### src/rtl/uart_rx_pkg.sv
// Shared UART definitions: receiver FSM states and 16x oversampling constants.
// The transmitter uses the same sample-point constants.
package uart_rx_pkg;

    localparam int OVERSAMPLE = 16;
    localparam int SCNT_W     = $clog2(OVERSAMPLE);

    localparam logic [SCNT_W-1:0] MID_SAMPLE  = SCNT_W'(7);
    localparam logic [SCNT_W-1:0] LAST_SAMPLE = SCNT_W'(15);

    typedef enum logic [2:0] {
        ST_IDLE,
        ST_START,
        ST_DATA,
        ST_STOP,
        ST_BREAK
    } rx_state_e;

endpackage

### src/rtl/uart_tick_gen.sv
// Oversample tick generator: one-clk enable every (ubrr+1) cycles.
// Meant to be shared with a transmitter instead of dividing down a clock.
module uart_tick_gen #(
    parameter int CNT_W = 12
) (
    input  logic             clk,
    input  logic             rst,
    input  logic [CNT_W-1:0] ubrr,
    output logic             tick
);

    logic [CNT_W-1:0] cnt_q;
    logic [CNT_W-1:0] cnt_d;

    // A ubrr lowered below the current count lets cnt wrap through all-ones.
    always_comb begin
        tick  = (cnt_q == ubrr);
        cnt_d = tick ? '0 : cnt_q + CNT_W'(1);
    end

    always_ff @(posedge clk or posedge rst) begin
        if (rst) begin
            cnt_q <= '0;
        end else begin
            cnt_q <= cnt_d;
        end
    end

endmodule

### src/rtl/uart_rx.sv
// 8N1 UART receiver with 16x oversampling, valid/ack byte handshake,
// framing-error pulse, sticky overrun and line-break recovery.
module uart_rx
    import uart_rx_pkg::*;
#(
    parameter int DATA_BITS   = 8,
    parameter int SYNC_STAGES = 2
) (
    input  logic                 clk,
    input  logic                 rst,
    input  logic [11:0]          ubrr,
    input  logic                 rxd,
    output logic [DATA_BITS-1:0] rx_data,
    output logic                 rx_valid,
    input  logic                 rx_ack,
    output logic                 frame_err,
    output logic                 overrun,
    output logic                 busy
);

    localparam int BIDX_W = (DATA_BITS > 1) ? $clog2(DATA_BITS) : 1;
    localparam logic [BIDX_W-1:0] LAST_BIT = BIDX_W'(DATA_BITS - 1);

    logic                   tick;
    logic [SYNC_STAGES-1:0] sync_q, sync_d;
    logic                   rxd_s;

    rx_state_e              state_q, state_d;
    logic [SCNT_W-1:0]      scnt_q, scnt_d;
    logic [BIDX_W-1:0]      bidx_q, bidx_d;
    logic [DATA_BITS-1:0]   shift_q, shift_d;

    logic [DATA_BITS-1:0]   rx_data_q, rx_data_d;
    logic                   rx_valid_q, rx_valid_d;
    logic                   overrun_q, overrun_d;
    logic                   frame_err_q, frame_err_d;

    logic                   stop_ok;
    logic                   stop_bad;

    uart_tick_gen #(
        .CNT_W (12)
    ) u_tick_gen (
        .clk  (clk),
        .rst  (rst),
        .ubrr (ubrr),
        .tick (tick)
    );

    always_comb begin
        sync_d = {sync_q[SYNC_STAGES-2:0], rxd};
    end

    assign rxd_s = sync_q[SYNC_STAGES-1];

    always_comb begin
        state_d  = state_q;
        scnt_d   = scnt_q;
        bidx_d   = bidx_q;
        shift_d  = shift_q;
        stop_ok  = 1'b0;
        stop_bad = 1'b0;
        if (tick) begin
            case (state_q)
                ST_IDLE: begin
                    if (!rxd_s) begin
                        state_d = ST_START;
                        scnt_d  = '0;
                    end
                end
                // Start bit must still be low at its midpoint, otherwise it was a glitch.
                ST_START: begin
                    if (scnt_q == MID_SAMPLE) begin
                        if (!rxd_s) begin
                            state_d = ST_DATA;
                            scnt_d  = '0;
                            bidx_d  = '0;
                        end else begin
                            state_d = ST_IDLE;
                        end
                    end else begin
                        scnt_d = scnt_q + SCNT_W'(1);
                    end
                end
                ST_DATA: begin
                    scnt_d = scnt_q + SCNT_W'(1);
                    if (scnt_q == LAST_SAMPLE) begin
                        shift_d = {rxd_s, shift_q[DATA_BITS-1:1]};
                        bidx_d  = bidx_q + BIDX_W'(1);
                        if (bidx_q == LAST_BIT) begin
                            state_d = ST_STOP;
                            scnt_d  = '0;
                        end
                    end
                end
                ST_STOP: begin
                    scnt_d = scnt_q + SCNT_W'(1);
                    if (scnt_q == LAST_SAMPLE) begin
                        if (rxd_s) begin
                            stop_ok = 1'b1;
                            state_d = ST_IDLE;
                        end else begin
                            stop_bad = 1'b1;
                            state_d  = ST_BREAK;
                        end
                    end
                end
                // Hold off until the line idles so a stuck-low rxd cannot restart frames.
                ST_BREAK: begin
                    if (rxd_s) begin
                        state_d = ST_IDLE;
                    end
                end
                default: begin
                    state_d = ST_IDLE;
                end
            endcase
        end
    end

    always_comb begin
        rx_data_d   = rx_data_q;
        rx_valid_d  = rx_valid_q;
        overrun_d   = overrun_q;
        frame_err_d = stop_bad;
        if (stop_ok) begin
            if (!rx_valid_q || rx_ack) begin
                rx_data_d  = shift_q;
                rx_valid_d = 1'b1;
                if (rx_ack) begin
                    overrun_d = 1'b0;
                end
            end else begin
                overrun_d = 1'b1;
            end
        end else if (rx_ack && rx_valid_q) begin
            rx_valid_d = 1'b0;
            overrun_d  = 1'b0;
        end
    end

    always_ff @(posedge clk or posedge rst) begin
        if (rst) begin
            sync_q      <= '1;
            state_q     <= ST_IDLE;
            scnt_q      <= '0;
            bidx_q      <= '0;
            shift_q     <= '0;
            rx_data_q   <= '0;
            rx_valid_q  <= 1'b0;
            overrun_q   <= 1'b0;
            frame_err_q <= 1'b0;
        end else begin
            sync_q      <= sync_d;
            state_q     <= state_d;
            scnt_q      <= scnt_d;
            bidx_q      <= bidx_d;
            shift_q     <= shift_d;
            rx_data_q   <= rx_data_d;
            rx_valid_q  <= rx_valid_d;
            overrun_q   <= overrun_d;
            frame_err_q <= frame_err_d;
        end
    end

    assign rx_data   = rx_data_q;
    assign rx_valid  = rx_valid_q;
    assign overrun   = overrun_q;
    assign frame_err = frame_err_q;
    assign busy      = (state_q != ST_IDLE);

endmodule

### config.mk
export PLATFORM = sky130hd
export DESIGN_NAME = uart_rx
export DESIGN_NICKNAME = d
export VERILOG_FILES = /design/src/rtl/uart_rx_pkg.sv /design/src/rtl/uart_tick_gen.sv /design/src/rtl/uart_rx.sv
export SDC_FILE = /design/constraint.sdc
export NUM_CORES = 1
export LEC_CHECK = 0
export CAP_MARGIN = 25
export CORE_MARGIN = 3
export CORE_UTILIZATION = 54
export DETAILED_ROUTE_END_ITERATION = 10
export PLACE_DENSITY = 0.78
export SLEW_MARGIN = 20
export SYNTH_ARGS = -nofsm -noshare
export SYNTH_HDL_FRONTEND = slang
export SYNTH_HIERARCHICAL = 1
export SYNTH_SLANG_ARGS = --single-unit
### constraint.sdc
create_clock -name clk -period 2.69 [get_ports clk]
set_input_delay 0.538 -clock clk [delete_from_list [all_inputs] [get_ports clk]]
set_output_delay 0.538 -clock clk [all_outputs]
set_load 0.05 [all_outputs]
### After elaboration in Yosys (flattened, before gate mapping)

Index checks and enable logic that the tools add are counted.

| word-level totals | value |
|---|---|
| input bits | 16 |
| word-level logic and storage cells | 78 |
| register bits after elaboration | 43 |

| operators by class | value |
|---|---|
| equal/unequal tests | 17 |
| add/subtract/negate cells | 3 |
| mux-type cells | 33 |
| reduce and logical (&&, ||, !) cells | 15 |

Operator list:

| cell | number |
|---|---|
| $mux 3 | 10 |
| $mux 4 | 4 |
| $pmux 4 s4 | 1 |
| $pmux 3 s5 | 1 |
| $mux 1 | 14 |
| $ne 2x2->1 const B | 7 |
| $add 12x1->12 const B | 1 |
| $eq 12x12->1 | 1 |
| $mux 12 | 1 |
| $reduce_and 2->1 | 4 |
| $reduce_and 7->1 | 1 |
| $eq 3x2->1 const B | 2 |
| $eq 3x3->1 const B | 2 |
| $pmux 3 s2 | 1 |
| $reduce_and 5->1 | 1 |
| $add 4x1->4 const B | 1 |
| $eq 4x3->1 const B | 1 |
| $eq 4x4->1 const B | 1 |
| $reduce_bool 2->1 | 2 |
| $reduce_bool 4->1 | 1 |
| $add 3x1->3 const B | 1 |
| $eq 3x1->1 const B | 1 |
| $logic_not 3->1 | 1 |
| $ne 3x3->1 const B | 1 |
| 7 further kinds | 7 |

### Logic depth before layout (Yosys ltp)

Gate-level depths: netlist (run 1).

| depth | value |
|---|---|
| word-level depth | 6 |
| mapped depth | 10 |
| mapped depth without buffers | 8 |

### Hierarchy

The synthesis (run 1) kept the hierarchy.

Modules (own cells, without submodules):

| module | area each (µm²) | sequential area each (µm²) | times used | cells an instance |
|---|---|---|---|---|
| uart_rx | 1421.4 | 778.2 | 1 | 120 |
| uart_tick_gen | 704.4 | 300.3 | 1 | 73 |

### Worst setup path before layout (run 1)

OpenSTA, ideal clock, no wires.

| path | value |
|---|---|
| path kind | in2reg |
| start point | in ubrr[0] |
| end point | reg shift_q[0] |
| setup time | 0.125 ns |
| buffers on the path | 1 |
| slack | 0.500 ns |
| data required time | 2.565 ns |
| arrival time | 2.066 ns |
| stages on the path | 7 |
| cells stage by stage | xnor2_1 nand4_1 nor3_2 buf_6 nand4_1 nor2_2 mux2_2 |

| between the ends | value |
|---|---|
| cells in the longest elaborated chain, start to end | 2 |

RTL lines:

| what | RTL line | RTL |
|---|---|---|
| start, declared | uart_rx.sv:11 | `input logic [11:0] ubrr,` |
| $eq 12x12->1 | uart_tick_gen.sv:17 | `tick = (cnt_q == ubrr);` |
| net tick | uart_rx.sv:24 | `logic tick;` |
| $reduce_and 3->1 (no line) | n/a |  |
| end signal, assigned | uart_rx.sv:158 | `shift_q <= shift_d;` |
| end, declared | uart_rx.sv:31 | `logic [DATA_BITS-1:0] shift_q, shift_d;` |

The timed path passes the listed nets, and every way through them passes these cells.
A chain may end at the register's enable or synchronous reset.

### Worst setup path in the final report (run 1)

| path | value |
|---|---|
| start point | reg state_q[0] |
| end point | out busy |

| between the ends | value |
|---|---|
| cells in the longest elaborated chain, start to end | 1 |

RTL lines:

| what | RTL line | RTL |
|---|---|---|
| start, declared | uart_rx.sv:28 | `rx_state_e state_q, state_d;` |
| start signal, assigned | uart_rx.sv:155 | `state_q <= state_d;` |
| $reduce_bool 3->1 | uart_rx.sv:170 | `assign busy = (state_q != ST_IDLE);` |
| end, declared | uart_rx.sv:18 | `output logic busy` |

Every way passes these cells.

==> out/qor.yml, run 1 <==
clock_network:
  cts_buffers: 5
  cts_root_buffer: "clkbuf_8"
  cts_tree: "built"
  clock_latency_ns: 0.29
  post-cts-setup-buffers: 0
  clk_path_buf_depth: 2
  post_cts_resized: 0
  htreeDepth: 2
  clkTransAtPathRegs_ns: 0.08
  ctsHoldBuffers: 0
  clock-sinks: 43
synth:
  synth-warning-count: 6
  ys_ff_latch: 43
  seq_area_frac_synth_pct: 50.7
  synth_edf_count: 0
  syn_inst: 193
  synth_area_sq_um: 2130
  syn_nets: 213
  syn_avg_cell_area_sq_um: 11.0
  synth.distinct_cells: 39
  async_reset_ff_share_pct: 100
  synthFlopType: "dfrtp_1"
die:
  die_y_um: 68.7
  rows: 22
  io_pins: 28
  die_w_um: 68.7
  die_area_sq_um: 4730
  start_util_pct: 57.2
  core_area_sq_um: 3720
global_routing:
  grt_overflow: 0
  grt_pass1_wl_mm: 6.84
  grt_usage_pct: 20.0
  grt_max_degree: 32
  grt_use_met2_pct: 33.8
  use_met3_pct: 4.86
  antenna_found_initial: 0
  use_met1_pct: 23.6
  top_usage_layer: "met2"
  grt_pass1_vias: 1542
sta:
  fmax_mhz: 402
  period_needed_ns: 2.49
  slew_headroom_pct: 66.0
  drv_slew: 0
  setup_viol: 0
  worst_pin_slew_ns: 0.509
  setup_tns_ns: 0
  finalHoldViolCount: 0
  rsz0062_at_grt: "no"
  min_period_over_period_pct: 92.5
  fin_skew_ns: 0.00449
  holdWs_ns: 0.359
final_layout:
  areaGrowthSynthToFinish_pct: 21.2
  multi_input_area_sq_um: 962
  ff_latch_area_sq_um: 1080
  diodes: 0
  finalNetCount: 246
  fin_util_pct: 69.3
  fin_area_sq_um: 2580
  drive_gt1_share_pct: 17.2
  nFillCells: 287
setup_path:
  startpoint_type: "register"
  r2r-start: "u_tick_gen/cnt_q[2]$_DFF_PP0_"
  rr_worst_depth: 8
  ff2ff_setup_slack_ns: 0.57
  end_kind: "primary output"
  crit_type: "register to primary output"
  crit_fanout: 13
  cp_data_arrival_time_ns: 1.95
  worstPathRequired_ns: 2.15
  regToRegEndpoint: "rx_data[1]$_DFFE_PP0P_"
outcome:
  status: "completed"
placed_design:
  place_hpwl_mm: 3.10
  port_buffers: 27
  placed_area_sq_um: 2460
  gp_congestion: 0.884
power:
  vdd_drop_max_mv: 0.366
  power_density_nw_per_um2: 566
  leakage_nw: 1.11
  totalPowerFinal_w: 0.00146
detailed_routing:
  viasPerCell: 5.50
  wl_per_cell_um: 15.2
  routed_wl_mm: 4.18
  via_count: 1512
  dr.pass1.iters: 4
  drtIter0Drc: 99
  drc: 0
  ant_nets: 0
worst_hold_path:
  hold_path.class: "register to register"
  hold_depth: 0
  hold_start: "sync_q[0]$_DFF_PP1_"
  min_to: "sync_q[1]$_DFF_PP1_"
flow_run:
  drv_cap: 0
## cells by family (layout without fill, tap and decap cells)
| family | after synthesis | in the layout | share of synthesized area [%] |
|---|---|---|---|
| AOI/OAI and AO/OA | 22 | 22 | 6.83 |
| and+or+nand+nor | 65 | 65 | 16.2 |
| muxes | 19 | 19 | 10.0 |
| adders and majority gates | 4 | 4 | 2.35 |
| DFF | 43 | 43 | 50.7 |
| buffers and inverters | 16 | 50 | 4.00 |
| xor gates and xnor gates | 24 | 24 | 9.89 |
## worst max-delay path by stage
stage / startpoint / endpoint / slack, ns / cells after the start
finish: state_q[0]$_DFFE_PP0P_ / busy / 0.20 / 2
global route: state_q[0]$_DFFE_PP0P_ / busy / 0.15 / 2
CTS: state_q[0]$_DFFE_PP0P_ / busy / 0.19 / 2
detailed placement: ubrr[0] / rx_data[1]$_DFFE_PP0P_ / 0.09 / 9
global placement: ubrr[0] / rx_data[7]$_DFFE_PP0P_ / 0.13 / 9
floorplan: ubrr[0] / shift_q[0]$_DFFE_PP0P_ / 0.50 / 7
## cells in the mapped netlist (3+ instances only)
library cell  instances  area share (%)
dfrtp_1              41              48
xnor2_1              20             8.2
nor2_1               19             3.4
mux2_2               16             8.5
a21oi_1              10             2.4
inv_1                10             1.8
nand2_1               8             1.4
nor3_1                8             1.9
nand3_1               7             1.6
nand4_1               7             2.1
ha_1                  4             2.4
o21ai_0               4            0.94
xor2_1                4             1.6
nand3b_1              3             1.1
## critical path, cell delays in order, from the launching register on
cell and delay, ns:
dfrtp_1 0.54, or3_1 0.41, clkdlybuf4s50_1 0.71
## metal layers
metal / vias up / wire, um
met3: 11 / 205
met1: 734 / 1740
met5: - / 0
met4: 0 / 97
met2: 41 / 2140
li1: 726 / -
## per-stage QoR
step                      setup slack (ns)  cells
after CTS                            0.193    275
after global placement               0.130    267
final                                0.202    275
after detailed placement            0.0946    267
after global routing                 0.153    275
after floorplan                      0.500    193
## sequential cells by signal (all words and copies together), names as in the netlist
register,cells
bidx_q,3
rx_data,8
scnt_q,4
rx_valid,1
frame_err,1
shift_q,8
u_tick_gen/cnt_q,12
state_q,3
overrun,1
sync_q,2
## report_power, final
part	leakage, nW	total [W]	internal, W	switching, W
clock	0.0612	0.000504	0.000300	0.000204
combinational	0.496	0.000173	0.0000977	0.0000756
sequential	0.549	0.000781	0.000697	0.0000849
## layout make-up
type                       instances  area share [%]
sequential                        43            41.9
multi-input combinational        134            37.3
timing repair buffer              32            12.4
clock buffer                       6            3.21
tap                               48            2.33
inverter                          10            1.46
clock inverter                     2            1.36
## cells in the final DEF (no fill, tap or decap), types with 2 or more instances in the layout
cell / n
dfrtp_1: 41
clkdlybuf4s50_1: 27
xnor2_1: 20
nor2_1: 19
mux2_2: 16
a21oi_1: 10
inv_1: 10
nor3_1: 8
nand2_1: 8
nand4_1: 7
nand3_1: 7
clkbuf_8: 6
xor2_1: 4
o21ai_0: 4
ha_1: 4
buf_4: 4
nand3b_1: 3
mux2_1: 2
nand2b_1: 2
nor2b_1: 2
dfstp_2: 2
No activity file was read; power rests on OpenSTA's default activity.
==> run 2, diff against run 1 <==
Settings changed: CAP_MARGIN 25 to 20.
==> results of run 2 <==
No change in the layout: final DEF, timing and power equal those of run 1.
